$ cat src/rtl/adder_rr_arbiter.sv
// adder_rr_arbiter: one shared W-bit adder serving NREQ requesters.
// A round-robin arbiter picks one valid request per cycle. The chosen operands
// are added and the sum lands in a one-entry result slot, tagged with the
// requester index. busy_cnt counts cycles in which requests wait on a full slot.
//
// Slot FSM
//   state   | meaning
//   --------+-------------------------------------------------------------
//   S_EMPTY | no result held, rsp_valid=0, any granted request is accepted
//   S_FULL  | result held, rsp_valid=1; refilled only when rsp_ready is high
module adder_rr_arbiter #(
   parameter int NREQ = 4,
   parameter int W    = 4
) (
   input  logic                         clk,
   input  logic                         areset,
   input  logic [NREQ-1:0]              req_valid,
   input  logic [NREQ*W-1:0]            req_x,
   input  logic [NREQ*W-1:0]            req_y,
   output logic [NREQ-1:0]              req_ready,
   output logic                         rsp_valid,
   output logic [$clog2(NREQ)-1:0]      rsp_id,
   output logic [W:0]                   rsp_sum,
   input  logic                         rsp_ready,
   output logic [7:0]                   busy_cnt
);

   localparam int IDW = $clog2(NREQ);

   typedef enum logic {
      S_EMPTY = 1'b0,
      S_FULL  = 1'b1
   } slot_t;

   slot_t            r_state;
   slot_t            w_state_nxt;
   logic [IDW-1:0]   r_rr_ptr;
   logic [IDW-1:0]   w_rr_ptr_nxt;
   logic [IDW-1:0]   r_id;
   logic [IDW-1:0]   w_id_nxt;
   logic [W:0]       r_sum;
   logic [W:0]       w_sum_nxt;
   logic [7:0]       r_busy;

   logic [NREQ-1:0]  w_ptr_mask;
   logic [NREQ-1:0]  w_hi_req;
   logic [NREQ-1:0]  w_pick_src;
   logic [NREQ-1:0]  w_gnt_onehot;
   logic [IDW-1:0]   w_gnt_id;
   logic             w_any_req;
   logic             w_can_accept;
   logic             w_xfer;
   logic [W-1:0]     w_op_x;
   logic [W-1:0]     w_op_y;
   logic [W:0]       w_sum;

   assign rsp_valid = (r_state == S_FULL);
   assign rsp_id    = r_id;
   assign rsp_sum   = r_sum;
   assign busy_cnt  = r_busy;

   assign w_any_req    = |req_valid;
   assign w_can_accept = !rsp_valid || rsp_ready;
   assign w_xfer       = w_any_req && w_can_accept;

   // Mask of requester indices at or above the round-robin pointer.
   always_comb begin
      w_ptr_mask = '0;
      for (int i = 0; i < NREQ; i++) begin
         w_ptr_mask[i] = (IDW'(i) >= r_rr_ptr);
      end
   end

   // Prefer requests at/after the pointer; if none, wrap to the full request set.
   assign w_hi_req     = req_valid & w_ptr_mask;
   assign w_pick_src   = (|w_hi_req) ? w_hi_req : req_valid;
   assign w_gnt_onehot = w_pick_src & (~w_pick_src + NREQ'(1));

   // Encode the one-hot grant into an index and steer that requester's operands.
   always_comb begin
      w_gnt_id = '0;
      w_op_x   = '0;
      w_op_y   = '0;
      for (int i = 0; i < NREQ; i++) begin
         if (w_gnt_onehot[i]) begin
            w_gnt_id = IDW'(i);
            w_op_x   = req_x[i*W +: W];
            w_op_y   = req_y[i*W +: W];
         end
      end
   end

   assign w_sum = {1'b0, w_op_x} + {1'b0, w_op_y};

   // Ready goes only to the granted requester, and never while reset is held.
   assign req_ready = (w_xfer && !areset) ? w_gnt_onehot : '0;

   // Slot state, tag, sum and round-robin pointer registers.
   always_ff @(posedge clk or posedge areset) begin
      if (areset) begin
         r_state  <= S_EMPTY;
         r_rr_ptr <= '0;
         r_id     <= '0;
         r_sum    <= '0;
      end else begin
         r_state  <= w_state_nxt;
         r_rr_ptr <= w_rr_ptr_nxt;
         r_id     <= w_id_nxt;
         r_sum    <= w_sum_nxt;
      end
   end

   // Next-state logic: load on accept, drain on consume, otherwise hold.
   always_comb begin
      w_state_nxt  = r_state;
      w_rr_ptr_nxt = r_rr_ptr;
      w_id_nxt     = r_id;
      w_sum_nxt    = r_sum;
      case (r_state)
         S_EMPTY: begin
            if (w_xfer) begin
               w_state_nxt = S_FULL;
            end
         end
         S_FULL: begin
            if (w_xfer) begin
               w_state_nxt = S_FULL;
            end else if (rsp_ready) begin
               w_state_nxt = S_EMPTY;
            end
         end
         default: w_state_nxt = S_EMPTY;
      endcase
      if (w_xfer) begin
         w_id_nxt     = w_gnt_id;
         w_sum_nxt    = w_sum;
         w_rr_ptr_nxt = (w_gnt_id == IDW'(NREQ-1)) ? '0 : w_gnt_id + IDW'(1);
      end
   end

   // Saturating count of cycles where some request is blocked by a full slot.
   always_ff @(posedge clk or posedge areset) begin
      if (areset) begin
         r_busy <= '0;
      end else if (w_any_req && !w_can_accept && (r_busy != 8'hFF)) begin
         r_busy <= r_busy + 8'd1;
      end
   end

endmodule

$ cat config.mk
export PLATFORM = sky130hd
export DESIGN_NAME = adder_rr_arbiter
export DESIGN_NICKNAME = d
export VERILOG_FILES = /design/src/rtl/adder_rr_arbiter.sv
export SDC_FILE = /design/constraint.sdc
export NUM_CORES = 1
export LEC_CHECK = 0
export ABC_AREA = 1
export CELL_PAD_IN_SITES_DETAIL_PLACEMENT = 0
export CELL_PAD_IN_SITES_GLOBAL_PLACEMENT = 1
export CORE_MARGIN = 5
export CORE_UTILIZATION = 30
export CTS_CLUSTER_SIZE = 40
export DETAILED_ROUTE_END_ITERATION = 10
export GPL_TIMING_DRIVEN = 0
export PLACE_DENSITY = 0.85
export SLEW_MARGIN = 10
export SYNTH_ARGS = -nofsm -noshare
export SYNTH_HDL_FRONTEND = slang
export SYNTH_SLANG_ARGS = --single-unit
$ cat constraint.sdc
create_clock -name clk -period 2.42 [get_ports clk]
set_input_delay 0.363 -clock clk [delete_from_list [all_inputs] [get_ports clk]]
set_output_delay 0.363 -clock clk [all_outputs]
set_load 0.01 [all_outputs]
==> impl_results.html, run 1 <==
<table>
<tr><th>Metric</th><th>Value</th></tr>
<tr><th colspan="2">Cells and area</th></tr>
<tr><td>Filler Cells Inserted</td><td>527</td></tr>
<tr><td>Utilization after layout</td><td>48.1%</td></tr>
<tr><td>Most frequent standard cell in the layout excluding fill and tap cells</td><td>nand2_1</td></tr>
<tr><td>Final net count</td><td>348</td></tr>
<tr><td>Layout cell share with drive strength beyond 1</td><td>17.9%</td></tr>
<tr><td># diodes</td><td>0</td></tr>
<tr><td>Commonest cells after routing, fill and taps aside</td><td>nand2_1 (60), clkdlybuf4s50_1 (52), inv_1 (24), nor2_1 (23), nand3_1 (20)</td></tr>
<tr><td>Area growth, synth to finish</td><td>56.0%</td></tr>
<tr><th colspan="2">Global route</th></tr>
<tr><td>Number of global-route vias before repair</td><td>1496</td></tr>
<tr><td>Global-route wire length before repair</td><td>6960 µm</td></tr>
<tr><td>Maximum number of pins on one net before global-route repair</td><td>19</td></tr>
<tr><td>GRT overflow</td><td>0</td></tr>
<tr><td>Global Route Usage Sum</td><td>13.4%</td></tr>
<tr><td>Initial antenna violation count</td><td>0</td></tr>
<tr><th colspan="2">Logic synthesis</th></tr>
<tr><td>Post-synthesis area per instance</td><td>6.96 µm²</td></tr>
<tr><td>Netlist area before placement</td><td>1570 µm²</td></tr>
<tr><td>Number of flops mapped to enable cells by yosys</td><td>0</td></tr>
<tr><td>Sequential share of the synthesized area</td><td>28.8%</td></tr>
<tr><td>FFs w/ async S/R, synth</td><td>100%</td></tr>
<tr><td>Number of register bits inferred by synthesis</td><td>18</td></tr>
<tr><td>Gate count of the mapped netlist</td><td>225</td></tr>
<tr><td>Yosys synthesis warning count</td><td>0</td></tr>
<tr><td>Main synth FF type</td><td>dfrtp_1</td></tr>
<tr><td>Distinct cells, synth</td><td>33</td></tr>
<tr><td>Total nets after synthesis</td><td>270</td></tr>
<tr><th colspan="2">Floorplanning</th></tr>
<tr><td>Die width</td><td>82.2 µm</td></tr>
<tr><td>Vertical die dimension</td><td>82.2 µm</td></tr>
<tr><td>Std-Cell Core Area</td><td>5070 µm²</td></tr>
<tr><td>I/O pin total</td><td>59</td></tr>
<tr><td>Die area</td><td>6760 µm²</td></tr>
<tr><td>Effective utilization at floorplan</td><td>30.8%</td></tr>
<tr><td>Total number of placement rows</td><td>26</td></tr>
<tr><th colspan="2">Clock network</th></tr>
<tr><td>Num Clock Sinks</td><td>18</td></tr>
<tr><td>Worst-path clk slew</td><td>0.06 ns</td></tr>
<tr><td>Maximum clock path buffer count</td><td>2</td></tr>
<tr><td>CTS HTree Levels</td><td>1</td></tr>
<tr><td>Clock latency on the worst-skew pair</td><td>0.25 ns</td></tr>
<tr><td>Number of buffers added by the clock tree synthesis step</td><td>3</td></tr>
<tr><td>Clock tree from TritonCTS</td><td>built</td></tr>
<tr><td>Buffer type at the clock tree root</td><td>clkbuf_8</td></tr>
<tr><td>Hold Buf Count CTS</td><td>0</td></tr>
<tr><th colspan="2">Timing</th></tr>
<tr><td>Worst slew margin</td><td>64.3%</td></tr>
<tr><td>Tightest hold margin</td><td>0.503 ns</td></tr>
<tr><td>Final Slew Violations</td><td>0</td></tr>
<tr><td>Hold Vio Cnt, Final</td><td>0</td></tr>
<tr><td>Worst-case setup margin in the final layout</td><td>0.0848 ns</td></tr>
<tr><td>Largest clock skew in the final design</td><td>0.00157 ns</td></tr>
<tr><td>RSZ-0062 raised after global routing</td><td>yes</td></tr>
<tr><td>Final TNS setup</td><td>0 ns</td></tr>
<tr><td>Shortest clock period the worst path allows after layout</td><td>2.34 ns</td></tr>
<tr><td>Final setup violation count</td><td>0</td></tr>
<tr><td>Highest achievable clock rate</td><td>0.428 GHz</td></tr>
<tr><td>Final Cycle Share</td><td>96.5%</td></tr>
<tr><td>Slew at the pin with the worst max-slew slack</td><td>0.535 ns</td></tr>
<tr><th colspan="2">Critical path</th></tr>
<tr><td>Highest net fanout along the worst path</td><td>4</td></tr>
<tr><td>Element type at the critical path end</td><td>primary output</td></tr>
<tr><td>Startpoint-to-endpoint class of the critical path</td><td>primary input to primary output</td></tr>
<tr><td>Endpoint required time on the critical path</td><td>2.06 ns</td></tr>
<tr><td>Startpoint types</td><td>primary input</td></tr>
<tr><td>Signal arrival time at the worst endpoint</td><td>1.97 ns</td></tr>
<tr><th colspan="2">Pwr</th></tr>
<tr><td>Cell Int Power</td><td>1.18 mW</td></tr>
<tr><td>Sequential cell fraction of total power</td><td>25.7%</td></tr>
<tr><td>Pwr per Cell Area</td><td>834 nW/µm²</td></tr>
<tr><td>Total chip power</td><td>2.04 mW</td></tr>
<tr><td>Leak Pwr</td><td>1.22 nW</td></tr>
<tr><td>Switching Power</td><td>0.852 mW</td></tr>
<tr><td>Share of total power consumed by net switching</td><td>41.8%</td></tr>
<tr><td>Part of the total power dissipated in the clock network</td><td>10.0%</td></tr>
<tr><td>Worst-case vdd ir drop</td><td>0.378 mV</td></tr>
<tr><td>Logic gate share of total power</td><td>64.3%</td></tr>
<tr><th colspan="2">Outcome</th></tr>
<tr><td>Outcome</td><td>finished, final reports clean</td></tr>
<tr><th colspan="2">Route</th></tr>
<tr><td>Number of remaining DRC errors</td><td>0</td></tr>
<tr><td>Drt pass-1 iters</td><td>4</td></tr>
<tr><td>Wire per inst</td><td>12.2 µm</td></tr>
<tr><td>Detailed Route Iter0 Violations</td><td>104</td></tr>
<tr><td>Via Count</td><td>1685</td></tr>
<tr><td>Mean number of vias per cell</td><td>4.54</td></tr>
<tr><td>Routed wire length</td><td>4540 µm</td></tr>
<tr><td>Final antenna-violating net count</td><td>0</td></tr>
<tr><th colspan="2">Placement</th></tr>
<tr><td>Routability congestion estimate from global placement</td><td>0.787</td></tr>
<tr><td>Detailed placement HPWL</td><td>3550 µm</td></tr>
<tr><td>Pre-CTS setup slack</td><td>-0.575 ns</td></tr>
<tr><td>Count of input and output buffers</td><td>57</td></tr>
<tr><th colspan="2">Job</th></tr>
<tr><td>Number of max-cap violations</td><td>0</td></tr>
<tr><th colspan="2">Hold path</th></tr>
<tr><td>Worst hold-check path type</td><td>register to register</td></tr>
</table>
==> layer usage <==
| layer | vias to the layer above | wire (µm) | GRT usage [%] | share of wire, % |
|---|---|---|---|---|
| li1 | 873 | - | - | - |
| met1 | 782 | 2050 | 17.7 | 45 |
| met2 | 26 | 2260 | 22.6 | 50 |
| met3 | 4 | 181 | 2.49 | 4.0 |
| met4 | 0 | 45 | 2.99 | 0.99 |
| met5 | - | 0 | 0 | 0 |
==> cells in the mapped netlist, drive strengths merged, types with 2 or more instances <==
library cell / n / area share [%]
buf: 6 / 3.0
ha: 5 / 4.0
nor2: 25 / 6.6
nand4: 12 / 4.8
dfrtp: 18 / 29
a31oi: 2 / 2.2
nand3: 24 / 9.0
a21oi: 4 / 2.0
or2: 2 / 0.80
inv: 31 / 7.4
o21ai: 10 / 3.2
nand2: 70 / 19
nand3b: 3 / 1.4
xnor2: 2 / 1.1
xor2: 7 / 3.9
==> power groups by stage <==
stage,sequential (mW),clock [mW],combinational (mW)
floorplan,0.551,0,0.682
CTS,0.523,0.209,1.27
detailed placement,0.525,0,1.17
global route,0.542,0.218,1.45
finish,0.523,0.205,1.31
global placement,0.525,0,1.16
==> flip-flops by register name, summed over array words and instances (netlist names) <==
register,count
rsp_sum,5
rsp_valid,1
busy_cnt,8
r_rr_ptr,2
rsp_id,2
==> final timing paths <==
| kind | from | endpoint | slack, ns | depth (start not counted) |
|---|---|---|---|---|
| setup / recovery | rsp_ready | req_ready[2] | 0.08 | 6 |
| hold / removal | rsp_sum[1] | rsp_sum[1] | 0.50 | 2 |
| setup reg to reg | r_rr_ptr[1] | rsp_sum[4] | 0.13 | 15 |
| hold reg to reg | rsp_sum[1] | rsp_sum[1] | 0.50 | 2 |
| max in group asynchronous | areset | r_rr_ptr[1] | 1.69 | 3 |
| min in group asynchronous | areset | rsp_sum[2] | 0.53 | 3 |
==> what timing repair did <==
| action | 4_1_cts | 5_1_grt |
|---|---|---|
| pin swaps | 6 | 17 |
| gates resized for setup | 14 | 13 |
| setup buffers | 13 | 4 |
| endpoints found under the setup margin | 8 | 6 |
==> critical path: stages <==
cell and delay (ns):
clkdlybuf4s50_1 0.47, nor2_1 0.07, a31oi_2 0.24, nand2_2 0.12, nor2_1 0.15, clkdlybuf4s50_1 0.55
==> stage by stage <==
stage                     std cells  area, µm²
after floorplan                 225       1570
after global placement          352       2220
after detailed placement        352       2220
after CTS                       368       2390
after global routing            371       2440
final                           371       2440
==> final cells by class <==
cell class | count | area (µm²) | share of cell area [%]
clock buffer | 3 | 41.3 | 1.69
buffer | 6 | 57.6 | 2.36
inverter | 31 | 120 | 4.92
multi-input combinational | 170 | 990 | 40.5
tap | 70 | 87.6 | 3.59
sequential | 18 | 450 | 18.4
timing repair buffer | 73 | 696 | 28.5
==> cells by family after synthesis <==
family | share of synthesized area [%]
fa+ha+maj | 5.28
xor+xnor | 5.04
buf+inv | 10.4
compound gates | 8.63
simple gates | 41.9
flops | 28.8
No activity file was read; power rests on OpenSTA's default activity.
==> run 2: changes to the inputs <==
--- a/config.mk
+++ b/config.mk
@@ -5,16 +5,15 @@
 export SDC_FILE = /design/constraint.sdc
 export NUM_CORES = 1
 export LEC_CHECK = 0
-export ABC_AREA = 1
 export CELL_PAD_IN_SITES_DETAIL_PLACEMENT = 0
 export CELL_PAD_IN_SITES_GLOBAL_PLACEMENT = 1
 export CORE_MARGIN = 5
-export CORE_UTILIZATION = 30
+export CORE_UTILIZATION = 31
 export CTS_CLUSTER_SIZE = 40
 export DETAILED_ROUTE_END_ITERATION = 10
 export GPL_TIMING_DRIVEN = 0
 export PLACE_DENSITY = 0.85
-export SLEW_MARGIN = 10
+export SLEW_MARGIN = 0
 export SYNTH_ARGS = -nofsm -noshare
 export SYNTH_HDL_FRONTEND = slang
 export SYNTH_SLANG_ARGS = --single-unit
==> run 2 against run 1 <==
Effect of this change: non-clock buffer count decreased by 1; final cell count decreased by 23%; first-iteration DRC count decreased by 46%; die area decreased by 9.0%; clock skew increased by 0.0020 ns; routed wire length increased by 1.0%; flip-flop and latch count unchanged; core utilization increased by 4.5 points; sequential power decreased by 3%; synthesized cell count decreased by 29%; clock power increased by 21%.
==> impl_results.html, run 2 <==
<table>
<tr><th>Metric</th><th>Value</th></tr>
<tr><th colspan="2">Timing</th></tr>
<tr><td>Shortest clock period the worst path allows after layout</td><td>2.32 ns</td></tr>
<tr><td>Largest clock skew in the final design</td><td>0.00353 ns</td></tr>
<tr><td>Final TNS setup</td><td>0 ns</td></tr>
<tr><td>Worst slew margin</td><td>54.8%</td></tr>
<tr><td>Final setup violation count</td><td>0</td></tr>
<tr><td>Final Cycle Share</td><td>96.0%</td></tr>
<tr><td>Worst-case setup margin in the final layout</td><td>0.0962 ns</td></tr>
<tr><td>Final Slew Violations</td><td>0</td></tr>
<tr><td>Hold Vio Cnt, Final</td><td>0</td></tr>
<tr><td>Highest achievable clock rate</td><td>0.430 GHz</td></tr>
<tr><td>Slew at the pin with the worst max-slew slack</td><td>0.678 ns</td></tr>
<tr><th colspan="2">Logic synthesis</th></tr>
<tr><td>Cell type contributing the most total cell area after synthesis</td><td>dfrtp_1</td></tr>
<tr><td>Netlist area before placement</td><td>1450 µm²</td></tr>
<tr><td>Most frequent cells after synthesis</td><td>dfrtp_1 (18), nand2_1 (18), o21ai_0 (12), nor3_1 (9), o2111ai_1 (7)</td></tr>
<tr><td>Gate count of the mapped netlist</td><td>160</td></tr>
<tr><td>Top post-synthesis cells by area</td><td>dfrtp_1 (31%), nand2_1 (4.7%), ha_1 (4.3%)</td></tr>
<tr><td>Distinct cells, synth</td><td>50</td></tr>
<tr><td>Post-synthesis area per instance</td><td>9.07 µm²</td></tr>
<tr><td>Sequential share of the synthesized area</td><td>31.0%</td></tr>
<tr><td>Yosys synthesis warning count</td><td>0</td></tr>
<tr><td>Area share of the largest cell type after synthesis</td><td>31.0%</td></tr>
<tr><td>Number of flops mapped to enable cells by yosys</td><td>0</td></tr>
<tr><td>Main synth FF type</td><td>dfrtp_1</td></tr>
<tr><td>Total nets after synthesis</td><td>205</td></tr>
<tr><td>FFs w/ async S/R, synth</td><td>100%</td></tr>
<tr><td>Number of register bits inferred by synthesis</td><td>18</td></tr>
<tr><th colspan="2">Pwr</th></tr>
<tr><td>Logic gate share of total power</td><td>56.7%</td></tr>
<tr><td>Part of the total power dissipated in the clock network</td><td>14.2%</td></tr>
<tr><td>Worst-case vdd ir drop</td><td>0.426 mV</td></tr>
<tr><td>Pwr per Cell Area</td><td>746 nW/µm²</td></tr>
<tr><td>Leak Pwr</td><td>0.918 nW</td></tr>
<tr><td>Cell Int Power</td><td>1.10 mW</td></tr>
<tr><td>Switching Power</td><td>0.651 mW</td></tr>
<tr><td>Share of total power consumed by net switching</td><td>37.2%</td></tr>
<tr><td>Sequential cell fraction of total power</td><td>29.1%</td></tr>
<tr><td>Total chip power</td><td>1.75 mW</td></tr>
<tr><th colspan="2">Outcome</th></tr>
<tr><td>Outcome</td><td>finished, final reports clean</td></tr>
<tr><th colspan="2">Cells and area</th></tr>
<tr><td>Filler Cells Inserted</td><td>410</td></tr>
<tr><td>Commonest cells after routing, fill and taps aside</td><td>clkdlybuf4s50_1 (51), nand2_1 (18), dfrtp_1 (17), buf_4 (12), nor3_1 (9)</td></tr>
<tr><td>Non-Filler Cell Area, Final</td><td>2340 µm²</td></tr>
<tr><td>Post-route insts no fill</td><td>284</td></tr>
<tr><td>Most frequent standard cell in the layout excluding fill and tap cells</td><td>clkdlybuf4s50_1</td></tr>
<tr><td>Max reg flops</td><td>8</td></tr>
<tr><td># diodes</td><td>0</td></tr>
<tr><td>Layout cell share with drive strength beyond 1</td><td>24.6%</td></tr>
<tr><td>Area growth, synth to finish</td><td>61.3%</td></tr>
<tr><td>Final net count</td><td>278</td></tr>
<tr><th colspan="2">Route</th></tr>
<tr><td>Drt pass-1 iters</td><td>4</td></tr>
<tr><td>Mean number of vias per cell</td><td>5.37</td></tr>
<tr><td>Via Count</td><td>1526</td></tr>
<tr><td>Number of remaining DRC errors</td><td>0</td></tr>
<tr><td>Detailed Route Iter0 Violations</td><td>56</td></tr>
<tr><td>Wire per inst</td><td>16.1 µm</td></tr>
<tr><td>Routed wire length</td><td>4580 µm</td></tr>
<tr><td>Final antenna-violating net count</td><td>0</td></tr>
<tr><th colspan="2">Critical path</th></tr>
<tr><td>Signal arrival time at the worst endpoint</td><td>2.52 ns</td></tr>
<tr><td>Source of the worst register-to-register timing path</td><td>r_rr_ptr[0]</td></tr>
<tr><td>Highest cell delay on the worst timing path</td><td>0.46 ns</td></tr>
<tr><td>Startpoint-to-endpoint class of the critical path</td><td>register to register</td></tr>
<tr><td>Element type at the critical path end</td><td>register</td></tr>
<tr><td>Startpoint types</td><td>register</td></tr>
<tr><td>Slowest cell on the critical path</td><td>dfrtp_2</td></tr>
<tr><td>Endpoint required time on the critical path</td><td>2.62 ns</td></tr>
<tr><td>Worst reg2reg path endpoint</td><td>rsp_sum[4]</td></tr>
<tr><td>Depth of the most critical reg-to-reg path</td><td>12</td></tr>
<tr><td>Reg-to-reg slack, setup</td><td>0.1 ns</td></tr>
<tr><td>Highest net fanout along the worst path</td><td>8</td></tr>
<tr><td>Cell chain of the critical path</td><td>and2b_1 -&gt; and2_1 -&gt; buf_8 -&gt; o21ai_2 -&gt; a41oi_2 -&gt; ha_2 -&gt; inv_1 -&gt; fa_2 -&gt; nor2b_1 -&gt; o21ai_1 -&gt; nand2_1 -&gt; o22a_1</td></tr>
<tr><th colspan="2">Hold path</th></tr>
<tr><td>Hold Crit Depth</td><td>3</td></tr>
<tr><td>Worst hold-check path type</td><td>primary input to register</td></tr>
<tr><td>Terminating pin of the worst hold path</td><td>rsp_valid</td></tr>
<tr><td>Hold path start</td><td>req_valid[3]</td></tr>
<tr><th colspan="2">Clock network</th></tr>
<tr><td>Maximum clock path buffer count</td><td>2</td></tr>
<tr><td>CTS HTree Levels</td><td>1</td></tr>
<tr><td>Number of buffers added by the clock tree synthesis step</td><td>3</td></tr>
<tr><td>Clock latency on the worst-skew pair</td><td>0.26 ns</td></tr>
<tr><td>Clock tree from TritonCTS</td><td>built</td></tr>
<tr><td>Buffer type at the clock tree root</td><td>clkbuf_8</td></tr>
<tr><td>Worst-path clk slew</td><td>0.07 ns</td></tr>
<tr><td>Num Clock Sinks</td><td>18</td></tr>
<tr><th colspan="2">Floorplanning</th></tr>
<tr><td>Die area</td><td>6150 µm²</td></tr>
<tr><td>Total number of placement rows</td><td>24</td></tr>
<tr><td>Vertical die dimension</td><td>78.4 µm</td></tr>
<tr><td>Die width</td><td>78.4 µm</td></tr>
<tr><td>Effective utilization at floorplan</td><td>32.7%</td></tr>
<tr><td>I/O pin total</td><td>59</td></tr>
<tr><td>Std-Cell Core Area</td><td>4440 µm²</td></tr>
<tr><th colspan="2">Global route</th></tr>
<tr><td>Global Route Usage Sum</td><td>14.6%</td></tr>
<tr><td>Number of global-route vias before repair</td><td>1501</td></tr>
<tr><td>Global-route wire length before repair</td><td>7220 µm</td></tr>
<tr><td>Maximum number of pins on one net before global-route repair</td><td>19</td></tr>
<tr><td>Initial antenna violation count</td><td>0</td></tr>
<tr><td>GRT overflow</td><td>0</td></tr>
<tr><th colspan="2">Placement</th></tr>
<tr><td>Cell area after placement</td><td>2080 µm²</td></tr>
<tr><td>Count of input and output buffers</td><td>56</td></tr>
<tr><td>Placed cell count</td><td>268</td></tr>
<tr><td>Detailed placement HPWL</td><td>3470 µm</td></tr>
<tr><td>Pre-CTS setup slack</td><td>-0.770 ns</td></tr>
<tr><td>Routability congestion estimate from global placement</td><td>0.753</td></tr>
<tr><th colspan="2">Job</th></tr>
<tr><td>Number of max-cap violations</td><td>0</td></tr>
</table>
## run 2: changes by cell type after synthesis, moves of 8 or more
cell,previous run,this run
nand2_1,64,18
inv_1,27,4
nor2_1,23,4
nand3_1,20,2
nand4_1,12,4
nor3_1,1,9
## run 2: power by group through the flow
stage | registers [mW] | clock network, mW | logic, mW
2_1_floorplan | 0.541 | 0 | 0.436
3_3_place_gp | 0.508 | 0 | 0.855
3_5_place_dp | 0.507 | 0 | 0.868
4_1_cts | 0.504 | 0.252 | 0.925
5_1_grt | 0.525 | 0.267 | 1.08
6_report | 0.508 | 0.249 | 0.991
## run 2: routing by layer
layer | global-route usage [%] | share of wire, % | vias to the layer above
li1 | - | - | 756
met4 | 5.07 | 1.6 | 0
met5 | 0 | 0 | -
met3 | 2.17 | 5.4 | 6
met1 | 20.2 | 44 | 715
met2 | 23.4 | 49 | 49
## run 2: repair_timing
action,in CTS,in global routing
pin swaps,6,8
setup buffers,8,3
cloned,0,1
setup endpoints to repair,8,4
hold buffers,0,0
gates resized for setup,26,25
## run 2: cell families after synthesis
kind of cell,after synthesis,synth area share (%)
simple gates,57,21.0
buf+inv,14,5.34
mux,1,0.776
fa+ha+maj,6,5.69
flops,18,31.0
compound gates,55,30.7
xor+xnor,9,5.43
## run 2: through the flow
step | hold WS, ns | utilization, %
6_report | 0.389 | 52.7
5_1_grt | 0.411 | 52.7
4_1_cts | 0.386 | 50.8
3_5_place_dp | 0.467 | 46.7
3_3_place_gp | 0.461 | 46.7
2_1_floorplan | 0.302 | -
## run 2: worst max-delay path: cells and delay by family, from the launching register on
family                   cells  cell delay (ns)
AO/OA/AOI/OAI                4             0.45
flip-flops                   1             0.46
buffers and inverters        2             0.19
AND/OR/NAND/NOR              4             0.62
adder cells (fa/ha/maj)      2             0.55
## run 2: cell type report
cell class,count,area (µm²),area share (%)
inverters,4,15.0,0.641
repair buffers,68,638,27.3
flip-flops and latches,18,452,19.3
plain buffers,10,90.1,3.85
multi-input cells,128,1030,43.8
clock buffers,4,55.1,2.35
well taps,52,65.1,2.78
## run 2: worst max path at each step
stage / start / to / cells past startpoint
6_report: r_rr_ptr[0] / rsp_sum[4] / 12
5_1_grt: r_rr_ptr[0] / rsp_sum[4] / 12
4_1_cts: r_rr_ptr[1] / rsp_sum[4] / 13
3_5_place_dp: req_valid[2] / rsp_sum[4] / 14
3_3_place_gp: req_valid[2] / rsp_sum[4] / 14
2_1_floorplan: req_valid[0] / rsp_sum[4] / 12
==> run 3: changes to the inputs <==
--- a/config.mk
+++ b/config.mk
@@ -9,6 +9,7 @@
 export CELL_PAD_IN_SITES_GLOBAL_PLACEMENT = 1
 export CORE_MARGIN = 5
 export CORE_UTILIZATION = 31
+export CTS_BUF_LIST = sky130_fd_sc_hd__clkbuf_16
 export CTS_CLUSTER_SIZE = 40
 export DETAILED_ROUTE_END_ITERATION = 10
 export GPL_TIMING_DRIVEN = 0
==> run 3 against run 2 <==
Effect of this change: global-route usage is 0.67 points higher; combinational power fell by 0.6%; clock skew shrank 0.0022 ns; sequential power barely moved; highest routed layer unchanged; flip-flop and latch count did not move; hold slack improved by 0.0097 ns; final cell count up 0.35%; count of clock-buffer cells in the layout is 1 lower; critical endpoint unchanged; setup slack worse by 0.032 ns; clock power increased by 35%.
==> impl_results.html, run 3 (synthesis results as in run 2) <==
<table>
<tr><th>Metric</th><th>Value</th></tr>
<tr><th colspan="2">Global route</th></tr>
<tr><td>M2 GR Usage</td><td>24.9%</td></tr>
<tr><td>Grt met3 use</td><td>2.17%</td></tr>
<tr><td>GRT overflow</td><td>0</td></tr>
<tr><td>Met1 usage in global routing</td><td>20.6%</td></tr>
<tr><td>Initial antenna violation count</td><td>0</td></tr>
<tr><td>Number of global-route vias before repair</td><td>1558</td></tr>
<tr><td>Global-route wire length before repair</td><td>7570 µm</td></tr>
<tr><td>Maximum number of pins on one net before global-route repair</td><td>19</td></tr>
<tr><td>Busiest layer in global routing</td><td>met2</td></tr>
<tr><td>Global Route Usage Sum</td><td>15.3%</td></tr>
<tr><th colspan="2">Hold path</th></tr>
<tr><td>Hold path start</td><td>req_valid[3]</td></tr>
<tr><td>Worst hold-check path type</td><td>primary input to register</td></tr>
<tr><th colspan="2">Clock network</th></tr>
<tr><td>Clock latency on the worst-skew pair</td><td>0.25 ns</td></tr>
<tr><td>Worst-path clk slew</td><td>0.05 ns</td></tr>
<tr><td>CTS HTree Levels</td><td>1</td></tr>
<tr><td>Maximum clock path buffer count</td><td>2</td></tr>
<tr><td>Hold Buf Count CTS</td><td>0</td></tr>
<tr><td>Num Clock Sinks</td><td>18</td></tr>
<tr><td>Number of buffers added by the clock tree synthesis step</td><td>3</td></tr>
<tr><td>Clock tree from TritonCTS</td><td>built</td></tr>
<tr><td>Buffer type at the clock tree root</td><td>clkbuf_16</td></tr>
<tr><th colspan="2">Timing</th></tr>
<tr><td>RSZ-0062 raised after global routing</td><td>yes</td></tr>
<tr><td>Final setup violation count</td><td>0</td></tr>
<tr><td>Shortest clock period the worst path allows after layout</td><td>2.36 ns</td></tr>
<tr><td>Hold Vio Cnt, Final</td><td>0</td></tr>
<tr><td>Largest clock skew in the final design</td><td>0.00131 ns</td></tr>
<tr><td>Final TNS setup</td><td>0 ns</td></tr>
<tr><td>Highest achievable clock rate</td><td>0.425 GHz</td></tr>
<tr><td>Final Slew Violations</td><td>0</td></tr>
<tr><td>Final Cycle Share</td><td>97.3%</td></tr>
<tr><td>Slew at the pin with the worst max-slew slack</td><td>0.692 ns</td></tr>
<tr><td>Worst slew margin</td><td>53.8%</td></tr>
<tr><th colspan="2">Outcome</th></tr>
<tr><td>Outcome</td><td>finished, final reports clean</td></tr>
<tr><th colspan="2">Pwr</th></tr>
<tr><td>Worst-case vdd ir drop</td><td>0.430 mV</td></tr>
<tr><td>Leak Pwr</td><td>0.928 nW</td></tr>
<tr><td>Pwr per Cell Area</td><td>772 nW/µm²</td></tr>
<tr><th colspan="2">Cells and area</th></tr>
<tr><td>Area growth, synth to finish</td><td>63.4%</td></tr>
<tr><td># diodes</td><td>0</td></tr>
<tr><td>Commonest cells after routing, fill and taps aside</td><td>clkdlybuf4s50_1 (51), nand2_1 (17), dfrtp_1 (17), buf_4 (12)</td></tr>
<tr><td>Layout cell share with drive strength beyond 1</td><td>24.0%</td></tr>
<tr><td>Area taken by flip-flops and latches</td><td>452 µm²</td></tr>
<tr><td>Final net count</td><td>279</td></tr>
<tr><td>Max reg flops</td><td>8</td></tr>
<tr><td>Filler Cells Inserted</td><td>409</td></tr>
<tr><td>Post-route insts no fill</td><td>285</td></tr>
<tr><td>Most frequent standard cell in the layout excluding fill and tap cells</td><td>clkdlybuf4s50_1</td></tr>
<tr><td>Multi-input gate area in the final layout</td><td>1020 µm²</td></tr>
<tr><th colspan="2">Floorplanning</th></tr>
<tr><td>Effective utilization at floorplan</td><td>32.7%</td></tr>
<tr><td>Vertical die dimension</td><td>78.4 µm</td></tr>
<tr><td>I/O pin total</td><td>59</td></tr>
<tr><td>Total number of placement rows</td><td>24</td></tr>
<tr><td>Die width</td><td>78.4 µm</td></tr>
<tr><td>Die area</td><td>6150 µm²</td></tr>
<tr><td>Std-Cell Core Area</td><td>4440 µm²</td></tr>
<tr><th colspan="2">Critical path</th></tr>
<tr><td>Startpoint-to-endpoint class of the critical path</td><td>register to register</td></tr>
<tr><td>Highest cell delay on the worst timing path</td><td>0.45 ns</td></tr>
<tr><td>Element type at the critical path end</td><td>register</td></tr>
<tr><td>Slowest cell on the critical path</td><td>dfrtp_2</td></tr>
<tr><td>Signal arrival time at the worst endpoint</td><td>2.54 ns</td></tr>
<tr><td>Launching element of the worst setup path</td><td>r_rr_ptr[0]</td></tr>
<tr><td>Source of the worst register-to-register timing path</td><td>r_rr_ptr[0]</td></tr>
<tr><td>Highest net fanout along the worst path</td><td>8</td></tr>
<tr><td>Endpoint required time on the critical path</td><td>2.61 ns</td></tr>
<tr><td>Startpoint types</td><td>register</td></tr>
<tr><td>Cell chain of the critical path</td><td>and2b_1 -&gt; and2_1 -&gt; clkbuf_8 -&gt; o21ai_2 -&gt; a41oi_2 -&gt; ha_2 -&gt; inv_1 -&gt; fa_2 -&gt; nor2b_1 -&gt; o21ai_1 -&gt; nand2_1 -&gt; o22a_1</td></tr>
<tr><th colspan="2">Job</th></tr>
<tr><td>Number of max-cap violations</td><td>0</td></tr>
<tr><th colspan="2">Route</th></tr>
<tr><td>Drt pass-1 iters</td><td>4</td></tr>
<tr><td>Wire per inst</td><td>16.5 µm</td></tr>
<tr><td>Number of remaining DRC errors</td><td>0</td></tr>
<tr><td>Detailed Route Iter0 Violations</td><td>58</td></tr>
<tr><td>Routed wire length</td><td>4710 µm</td></tr>
<tr><td>Mean number of vias per cell</td><td>5.52</td></tr>
<tr><td>Via Count</td><td>1572</td></tr>
<tr><td>Final antenna-violating net count</td><td>0</td></tr>
<tr><th colspan="2">Placement</th></tr>
<tr><td>Count of input and output buffers</td><td>56</td></tr>
<tr><td>Routability congestion estimate from global placement</td><td>0.753</td></tr>
<tr><td>Detailed placement HPWL</td><td>3470 µm</td></tr>
<tr><td>Placed cell count</td><td>268</td></tr>
</table>
run 3: cell types whose count changed in the layout (fill, tap and decap cells not counted), sizes merged:
cell / before / now
clkdlybuf4s15: 0 / 1
clkinv: 0 / 1
dlygate4sd2: 3 / 2
run 3: path summary, 6_finish.rpt:
kind                          endpoint  slack, ns  cells past startpoint
setup / recovery            rsp_sum[4]       0.06                     12
hold / removal               rsp_valid       0.40                      3
setup reg to reg            rsp_sum[4]       0.06                     12
hold reg to reg             rsp_sum[0]       0.48                      2
max in group asynchronous  r_rr_ptr[0]       1.29                      2
min in group asynchronous  r_rr_ptr[1]       0.65                      2
run 3: stage by stage:
| step | worst slack, ns | total power, mW | util (%) | area, µm² | hold WS [ns] |
|---|---|---|---|---|---|
| global route | -0.0604 | 1.95 | 53.4 | 2370 | 0.422 |
| global placement | -0.741 | 1.36 | 46.7 | 2080 | 0.461 |
| floorplan | 0.0337 | 0.977 | - | 1450 | 0.302 |
| detailed placement | -0.770 | 1.38 | 46.7 | 2080 | 0.467 |
| finish | 0.0644 | 1.83 | 53.4 | 2370 | 0.399 |
| CTS | -0.0253 | 1.78 | 51.5 | 2290 | 0.396 |
run 3: metal layers:
layer	vias to the layer above	part of all wire (%)
met5	-	0
met4	0	1.7
met3	6	3.5
met2	34	49
met1	775	46
li1	757	-
run 3: cell type report:
cell class | instances | area share (%)
tap | 52 | 2.74
clock inverter | 1 | 0.158
buffer | 10 | 3.91
clock buffer | 3 | 3.17
inverter | 4 | 0.633
multi-input combinational | 128 | 43.0
timing repair buffer | 69 | 27.3
sequential | 18 | 19.1
run 3: critical path, delay by kind of cell (launching register included):
family | cells | cell delay, ns
buffers and inverters | 2 | 0.22
flip-flops | 1 | 0.45
adder cells (fa/ha/maj) | 2 | 0.57
AO/OA/AOI/OAI | 4 | 0.47
AND/OR/NAND/NOR | 4 | 0.58
run 3: where the power goes:
part,leakage [nW],total (mW),switching (mW),internal [mW]
clock network,0.0385,0.336,0.116,0.220
registers,0.216,0.509,0.100,0.409
logic,0.674,0.985,0.450,0.535
run 3: timing repair:
action                                  in CTS  in global routing
setup buffers                                9                  3
pin swaps                                    6                 11
gates cloned                                 0                  1
resized for setup                           26                 22
endpoints found under the setup margin       8                  4
endpoints found under the hold margin        0                  0
